`config.mk`:
```
export PLATFORM = sky130hd
export DESIGN_NAME = sbox_mix_mux_flat
export DESIGN_NICKNAME = d
export VERILOG_FILES = /design/src/rtl/sbox_mix_pkg.sv /design/src/rtl/sbox_mix_mux_if.sv /design/src/rtl/sbox_mix_mux_nibble_sbox.sv /design/src/rtl/sbox_mix_mux.sv /design/src/flat_wrapper.sv
export SDC_FILE = /design/constraint.sdc
export NUM_CORES = 1
export LEC_CHECK = 0
export ABC_CLOCK_PERIOD_IN_PS = 1500
export CAP_MARGIN = 30
export CORE_UTILIZATION = 51
export DETAILED_ROUTE_END_ITERATION = 16
export GPL_ROUTABILITY_DRIVEN = 0
export HOLD_SLACK_MARGIN = 0.05
export PLACE_DENSITY = 0.86
export SETUP_SLACK_MARGIN = 0.3
export SYNTH_ARGS = -nofsm -noshare
export SYNTH_HDL_FRONTEND = slang
export SYNTH_SLANG_ARGS = --single-unit
```
`constraint.sdc`:
```
create_clock -name clk -period 1.5 [get_ports clk]
set_clock_uncertainty 0.15 [all_clocks]
set_input_delay 0.3 -clock clk [delete_from_list [all_inputs] [get_ports clk]]
set_output_delay 0.3 -clock clk [all_outputs]
set_load 0.005 [all_outputs]
```
`src/rtl/sbox_mix_pkg.sv`:
```
// Shared types and constants for the S-box / MixColumn / per-bit select datapath.
// Also provides the GF(2^4) multiply used by the mix layer.
package sbox_mix_pkg;

    typedef logic [3:0] nibble_t;

    localparam nibble_t SBOX_TABLE [16] = '{
        4'h1, 4'h3, 4'h0, 4'h2, 4'h7, 4'hE, 4'h4, 4'hD,
        4'h9, 4'hA, 4'hC, 4'h6, 4'hF, 4'h5, 4'h8, 4'hB
    };

    // x^4 + x + 1
    localparam logic [4:0] RED_POLY = 5'h13;

    // Row 0 of the circulant mix matrix; row j is this row rotated right by j.
    localparam nibble_t MIX_ROW0 [4] = '{4'h2, 4'h3, 4'h1, 4'h1};

    // Shift-and-add multiply, reducing by RED_POLY whenever bit 3 shifts out.
    function automatic nibble_t gf_mul(input nibble_t a, input nibble_t b);
        nibble_t prod;
        nibble_t acc;
        prod = 4'h0;
        acc  = a;
        for (int i = 0; i < 4; i++) begin
            if (b[i]) begin
                prod = prod ^ acc;
            end else begin
                prod = prod;
            end
            acc = {acc[2:0], 1'b0} ^ (acc[3] ? RED_POLY[3:0] : 4'h0);
        end
        return prod;
    endfunction

endpackage

```
`src/rtl/sbox_mix_mux_if.sv`:
```
// Input/output bundle of sbox_mix_mux: one valid-qualified input beat and the
// registered result. The slave modport is the DUT side.
interface sbox_mix_mux_if;
    logic        in_valid;
    logic [15:0] in_data;
    logic [15:0] in_sel;
    logic        out_valid;
    logic [15:0] out_data;

    modport master (
        output in_valid, in_data, in_sel,
        input  out_valid, out_data
    );

    modport slave (
        input  in_valid, in_data, in_sel,
        output out_valid, out_data
    );
endinterface

```
`src/rtl/sbox_mix_mux_nibble_sbox.sv`:
```
// Combinational 4-bit S-box lookup.
module nibble_sbox
    import sbox_mix_pkg::*;
(
    input  nibble_t nib_i,
    output nibble_t nib_o
);

    assign nib_o = SBOX_TABLE[nib_i];

endmodule

```
`src/rtl/sbox_mix_mux.sv`:
```
// S-box layer, GF(2^4) circulant mix, then per-bit select between mixed and
// substituted bits. Define SBOX_MIX_PIPE_EN to register between S-box and mix.
module sbox_mix_mux
    import sbox_mix_pkg::*;
(
    input  logic          clk,
    input  logic          rst,
    sbox_mix_mux_if.slave bus
);

    logic [15:0] t_s;
    logic [15:0] mix_t_s;
    logic [15:0] mix_sel_s;
    logic        mix_v_s;
    logic [15:0] mix_s;
    logic [15:0] sel_data_s;
    logic        out_valid_q;
    logic [15:0] out_data_q;
    logic [15:0] out_data_d;

    // nibble0 sits in the top bits, so instance g handles bits [15-4g -: 4]
    for (genvar g = 0; g < 4; g++) begin : g_sbox
        nibble_sbox u_sbox (
            .nib_i (bus.in_data[15-4*g -: 4]),
            .nib_o (t_s[15-4*g -: 4])
        );
    end

`ifdef SBOX_MIX_PIPE_EN
    logic [15:0] t_q;
    logic [15:0] t_d;
    logic [15:0] sel_q;
    logic [15:0] sel_d;
    logic        v_q;

    // Stage-1 load: capture only on a valid beat, hold otherwise
    always_comb begin
        t_d   = t_q;
        sel_d = sel_q;
        if (bus.in_valid) begin
            t_d   = t_s;
            sel_d = bus.in_sel;
        end else begin
            t_d   = t_q;
            sel_d = sel_q;
        end
    end

    // Stage-1 registers between S-box and mix
    always_ff @(posedge clk or posedge rst) begin
        if (rst) begin
            t_q   <= 16'h0000;
            sel_q <= 16'h0000;
            v_q   <= 1'b0;
        end else begin
            t_q   <= t_d;
            sel_q <= sel_d;
            v_q   <= bus.in_valid;
        end
    end

    assign mix_t_s   = t_q;
    assign mix_sel_s = sel_q;
    assign mix_v_s   = v_q;
`else
    assign mix_t_s   = t_s;
    assign mix_sel_s = bus.in_sel;
    assign mix_v_s   = bus.in_valid;
`endif

    // Circulant mix (coefficient of row j, column k is MIX_ROW0[k-j mod 4]) and bit select
    always_comb begin
        mix_s = 16'h0000;
        for (int j = 0; j < 4; j++) begin
            for (int k = 0; k < 4; k++) begin
                mix_s[15-4*j -: 4] = mix_s[15-4*j -: 4]
                                   ^ gf_mul(MIX_ROW0[2'(k - j)], mix_t_s[15-4*k -: 4]);
            end
        end
        sel_data_s = (mix_sel_s & mix_s) | (~mix_sel_s & mix_t_s);
    end

    // Output data loads only on a valid beat
    always_comb begin
        out_data_d = out_data_q;
        if (mix_v_s) begin
            out_data_d = sel_data_s;
        end else begin
            out_data_d = out_data_q;
        end
    end

    // Output register
    always_ff @(posedge clk or posedge rst) begin
        if (rst) begin
            out_valid_q <= 1'b0;
            out_data_q  <= 16'h0000;
        end else begin
            out_valid_q <= mix_v_s;
            out_data_q  <= out_data_d;
        end
    end

    assign bus.out_valid = out_valid_q;
    assign bus.out_data  = out_data_q;

endmodule

```
`src/flat_wrapper.sv`:
```
// flat-port wrapper written by rule: the top's interface ports become plain ports
module sbox_mix_mux_flat import sbox_mix_pkg::*;
  (clk, rst, bus_in_valid, bus_in_data, bus_in_sel, bus_out_valid, bus_out_data);
  sbox_mix_mux_if bus_i ();
  input  logic clk;
  input  logic rst;
  input wire logic [$bits(bus_i.in_valid)-1:0] bus_in_valid;
  input wire logic [$bits(bus_i.in_data)-1:0] bus_in_data;
  input wire logic [$bits(bus_i.in_sel)-1:0] bus_in_sel;
  output wire logic [$bits(bus_i.out_valid)-1:0] bus_out_valid;
  output wire logic [$bits(bus_i.out_data)-1:0] bus_out_data;
  assign bus_i.in_valid = bus_in_valid;
  assign bus_i.in_data = bus_in_data;
  assign bus_i.in_sel = bus_in_sel;
  assign bus_out_valid = bus_i.out_valid;
  assign bus_out_data = bus_i.out_data;
  sbox_mix_mux u_core (.clk(clk), .rst(rst), .bus(bus_i));
endmodule
```
==> results of run 1 <==
## stage by stage
| stage | hold slack, ps | worst slack, ps | setup TNS, ps | cells |
|---|---|---|---|---|
| floorplan | 76.1 | -536 | -3840 | 179 |
| global placement | 339 | -1120 | -15500 | 316 |
| detailed placement | 347 | -1260 | -17300 | 316 |
## synthesized netlist by cell type, types with 3 or more instances
cell type,n,area (um^2)
mux2_2,7,78.8
a21oi_1,10,50.1
or2_2,5,31.3
o22ai_1,3,18.8
inv_1,10,37.5
nor3_1,4,20.0
xnor3_1,5,113
mux2i_1,10,100
o21ai_0,9,45.0
clkbuf_1,4,15.0
nand2_1,10,37.5
xor2_1,5,43.8
nor3b_1,3,22.5
ha_1,8,100
a31oi_1,3,18.8
xnor2_1,19,166
nor2b_1,3,18.8
dfrtp_1,17,425
nor2_1,15,56.3
## cell families after synthesis
| logic type | share of synthesized area |
|---|---|
| adders and majority gates | 0.0600 |
| AOI/OAI and AO/OA | 0.173 |
| xor gates and xnor gates | 0.210 |
| and+or+nand+nor | 0.150 |
| buffers and inverters | 0.0443 |
| DFF | 0.255 |
| muxes | 0.107 |
==> results.yml, run 1 <==
logic_synthesis:
  async_flop_share: 1.00
  synthesis.area_um2: 1670
  yosysWarnings: 0
  synth_edf_count: 0
  postSynthCellCount: 179
  synth_ff_type: "dfrtp_1"
  syn_nets: 222
  ys_seq_elements: 17
  syn_avg_cell_area_um2: 9.32
  synth_cell_type_count: 42
  yosysSeqAreaShare: 0.255
outcome:
  stop_stage: "clock tree synthesis"
  tool.error: "[ERROR DPL-0038] Utilization greater than 100%, impossible to legalize"
  status: "aborted with a tool error"
clock_network:
  cts_buffer_depth: 2
  cts.sinks: 17
  cts_inserted_buffers: 3
  cts-root-buf: "clkbuf_4"
  h-tree-depth: 1
  hold_buffers: 0
  post_cts_resized: 235
  post-cts-setup-buffers: 28
floorplanning:
  die_x_um: 59.2
  rows: 20
  dieHeight_um: 59.2
  start_util: 0.542
  io_pins: 52
place:
  port_buffers: 51
  dp_hpwl_mm: 5.41
  placed_area_um2: 2920
==> inputs of run 2 (changes only) <==
CORE_UTILIZATION = 40   (was 51)
HOLD_SLACK_MARGIN = unset   (was 0.05)
PLACE_DENSITY = unset   (was 0.86)
PLACE_DENSITY_LB_ADDON = 0.15   (was unset)
SETUP_SLACK_MARGIN = unset   (was 0.3)
==> run 2 against run 1 <==
Net effect:
- the flow now finishes, with violations (setup timing)
- synthesized area unchanged
- synthesized cell count unchanged
==> results.yml, run 2 <==
outcome:
  status: "complete, but fails checks"
  violations: "setup timing"
floorplanning:
  rows: 23
  dieArea_um2: 4430
  fp.coreArea_um2: 4000
  dieHeight_um: 66.6
  die_x_um: 66.6
  start_util: 0.417
  io_pins: 52
timing:
  hold_viol: 0
  finalSetupViolCount: 16
  slew_viol_final: 0
  rsz0062_at_grt: "yes"
  tightest_slew_ps: 494
  setup-tns-final_ps: -5270
  setup_ws_ps: -474
  finalCritPeriodShare: 1.32
  layout_min_cycle_time_ps: 1970
  slew_headroom: 0.667
  fmax_mhz: 507
global_route:
  grt_start_max_net_pins: 18
  grt_util_all_layers: 0.286
  overflow: 0
  grt_pass1_vias: 2032
  antenna_found_initial: 0
  grt_pass1_wl_mm: 9.43
logic_synthesis:
  synth_top_area_cell: "dfrtp_1"
  postSynthCellCount: 179
  netlist.area_leader.share: 0.255
  ys_seq_elements: 17
  syn_avg_cell_area_um2: 9.32
  syn_nets: 222
  yosysWarnings: 0
  async_flop_share: 1.00
  yosysMostFrequentCell: "xnor2_1"
  synth_edf_count: 0
  synth_ff_type: "dfrtp_1"
  synthTopCellsByCount: "xnor2_1 (19), dfrtp_1 (17), nor2_1 (15)"
  synth_cell_type_count: 42
  synth.top_cells.by_area: "dfrtp_1 (26%), xnor2_1 (10%), xnor3_1 (6.8%), ha_1 (6.0%), mux2i_1 (6.0%)"
  yosysSeqAreaShare: 0.255
  synthesis.area_um2: 1670
clock_network:
  cts_tree: "done"
  cts_buffer_depth: 2
  clkTransAtPathRegs_ps: 80
  cts_inserted_buffers: 3
  h-tree-depth: 1
  cts.sinks: 17
  cts-root-buf: "clkbuf_8"
  clk_latency_ps: 260
  hold_buffers: 0
finish:
  antenna_cells: 0
  drive_gt1_frac: 0.598
  mostFrequentLayoutCells: "buf_4 (57), buf_6 (26), clkdlybuf4s50_1 (18), dlygate4sd2_1 (17), dfrtp_1 (17)"
  layout_commonest_cell: "buf_4"
  fin_nets: 355
  largest_reg_flops: 16
  area_growth_pct: 121
setup_path:
  crit_type: "input port to flop"
  crit_chain: "buf_8 -> ha_4 -> buf_6 -> or2b_1 -> a31oi_4 -> buf_4 -> buf_4 -> o21ai_1 -> nand3b_1 -> nor3b_2"
  cpMostUsedCell: "buf_4"
  critPathMaxStageDelay_ps: 250
  critical_path_required_ps: 1500
  cp_max_fo: 3
  worst_ep_arrival_time_ps: 1970
  crit_family: "simple AND/OR/NAND/NOR gates"
  cp-end-kind: "flop"
  crit_path_top_delay_cell: "or2b_1"
  cp-start-kind: "input port"
  path_buf_inv: 4
routing:
  first_pass_iters: 5
  wire_per_inst_um: 20.9
  drc: 0
  ant_nets: 0
  via_per_inst: 5.76
  num_vias: 2080
  wl_mm: 7.55
  drtIter0Drc: 170
power_and_ir_drop:
  leakage_nw: 1.67
  power_mw: 2.68
  power.density_nw_per_um2: 728
  vdd_ir_drop_max_mv: 0.615
flow_run:
  drv_cap: 0
place:
  place_ws_ps: -1190
  dp_hpwl_mm: 3.96
  port_buffers: 51
worst_hold_path:
  hold_path_class: "input port to asynchronous set/reset pin"
run 2: cell counts after synthesis:
Identical to the previous run, type by type.
run 2: per-stage QoR:
stage,instances,utilization,cell area (um^2),hold slack (ps)
global route,361,0.921,3680,260
finish,361,0.921,3680,207
detailed placement,327,0.742,2970,349
floorplan,179,-,2080,76.1
global placement,327,0.742,2970,340
CTS,352,0.858,3430,212
run 2: power by group:
group / internal (mW) / switching [mW]
sequential: 0.558 / 0.0643
clock: 0.186 / 0.197
combinational: 0.973 / 0.702
total: 1.72 / 0.964
run 2: kinds of logic (layout without fill, tap and decap cells):
kind of cell               after synthesis  in the layout  share of synthesized area
muxes                                   17             17                      0.107
adders and majority gates                8              8                     0.0600
AOI/OAI and AO/OA                       42             42                      0.173
and+or+nand+nor                         49             49                      0.150
buffers and inverters                   16            148                     0.0443
xor gates and xnor gates                30             30                      0.210
DFF                                     17             17                      0.255
run 2: cell type report:
cell class	instances	area [um^2]
repair buffers	134	1260
well taps	50	62.6
clock inverters	1	5.00
clock buffers	3	41.3
multi-input cells	146	1810
inverters	10	82.6
fillers	140	317
flip-flops and latches	17	425
run 2: repair_timing:
item / CTS / global route
pin swaps: 47 / 41
setup buffers: 22 / 11
gates resized for setup: 151 / 43
endpoints found under the setup margin: 33 / 16
run 2: tightest hold or removal path, stage by stage:
cell             delay [ps]
clkdlybuf4s50_1         400
inv_1                    50
buf_4                   260
run 2: per-layer routing:
layer  up-vias  global-route usage  share of wire
met4         0              0.0585          0.032
met3        27              0.0582          0.062
met1      1028               0.310           0.36
met2       119               0.558           0.54
li1        906                   -              -
met5         -                   0              0
run 2: final timing paths:
path,start,end,slack [ps],cells after the start
worst max-delay path,bus_in_data[4],u_core.bus.out_data[5],-470,10
worst min-delay path,rst,u_core.bus.out_data[0],210,3
worst max register to register,u_core.bus.out_data[5],u_core.bus.out_data[5],430,3
worst min register to register,u_core.bus.out_data[6],u_core.bus.out_data[6],370,2
max in group asynchronous,rst,u_core.bus.out_data[1],790,3
min in group clk,u_core.bus.out_data[6],u_core.bus.out_data[6],370,2
Note: power is estimated with default switching activity, not from simulation.
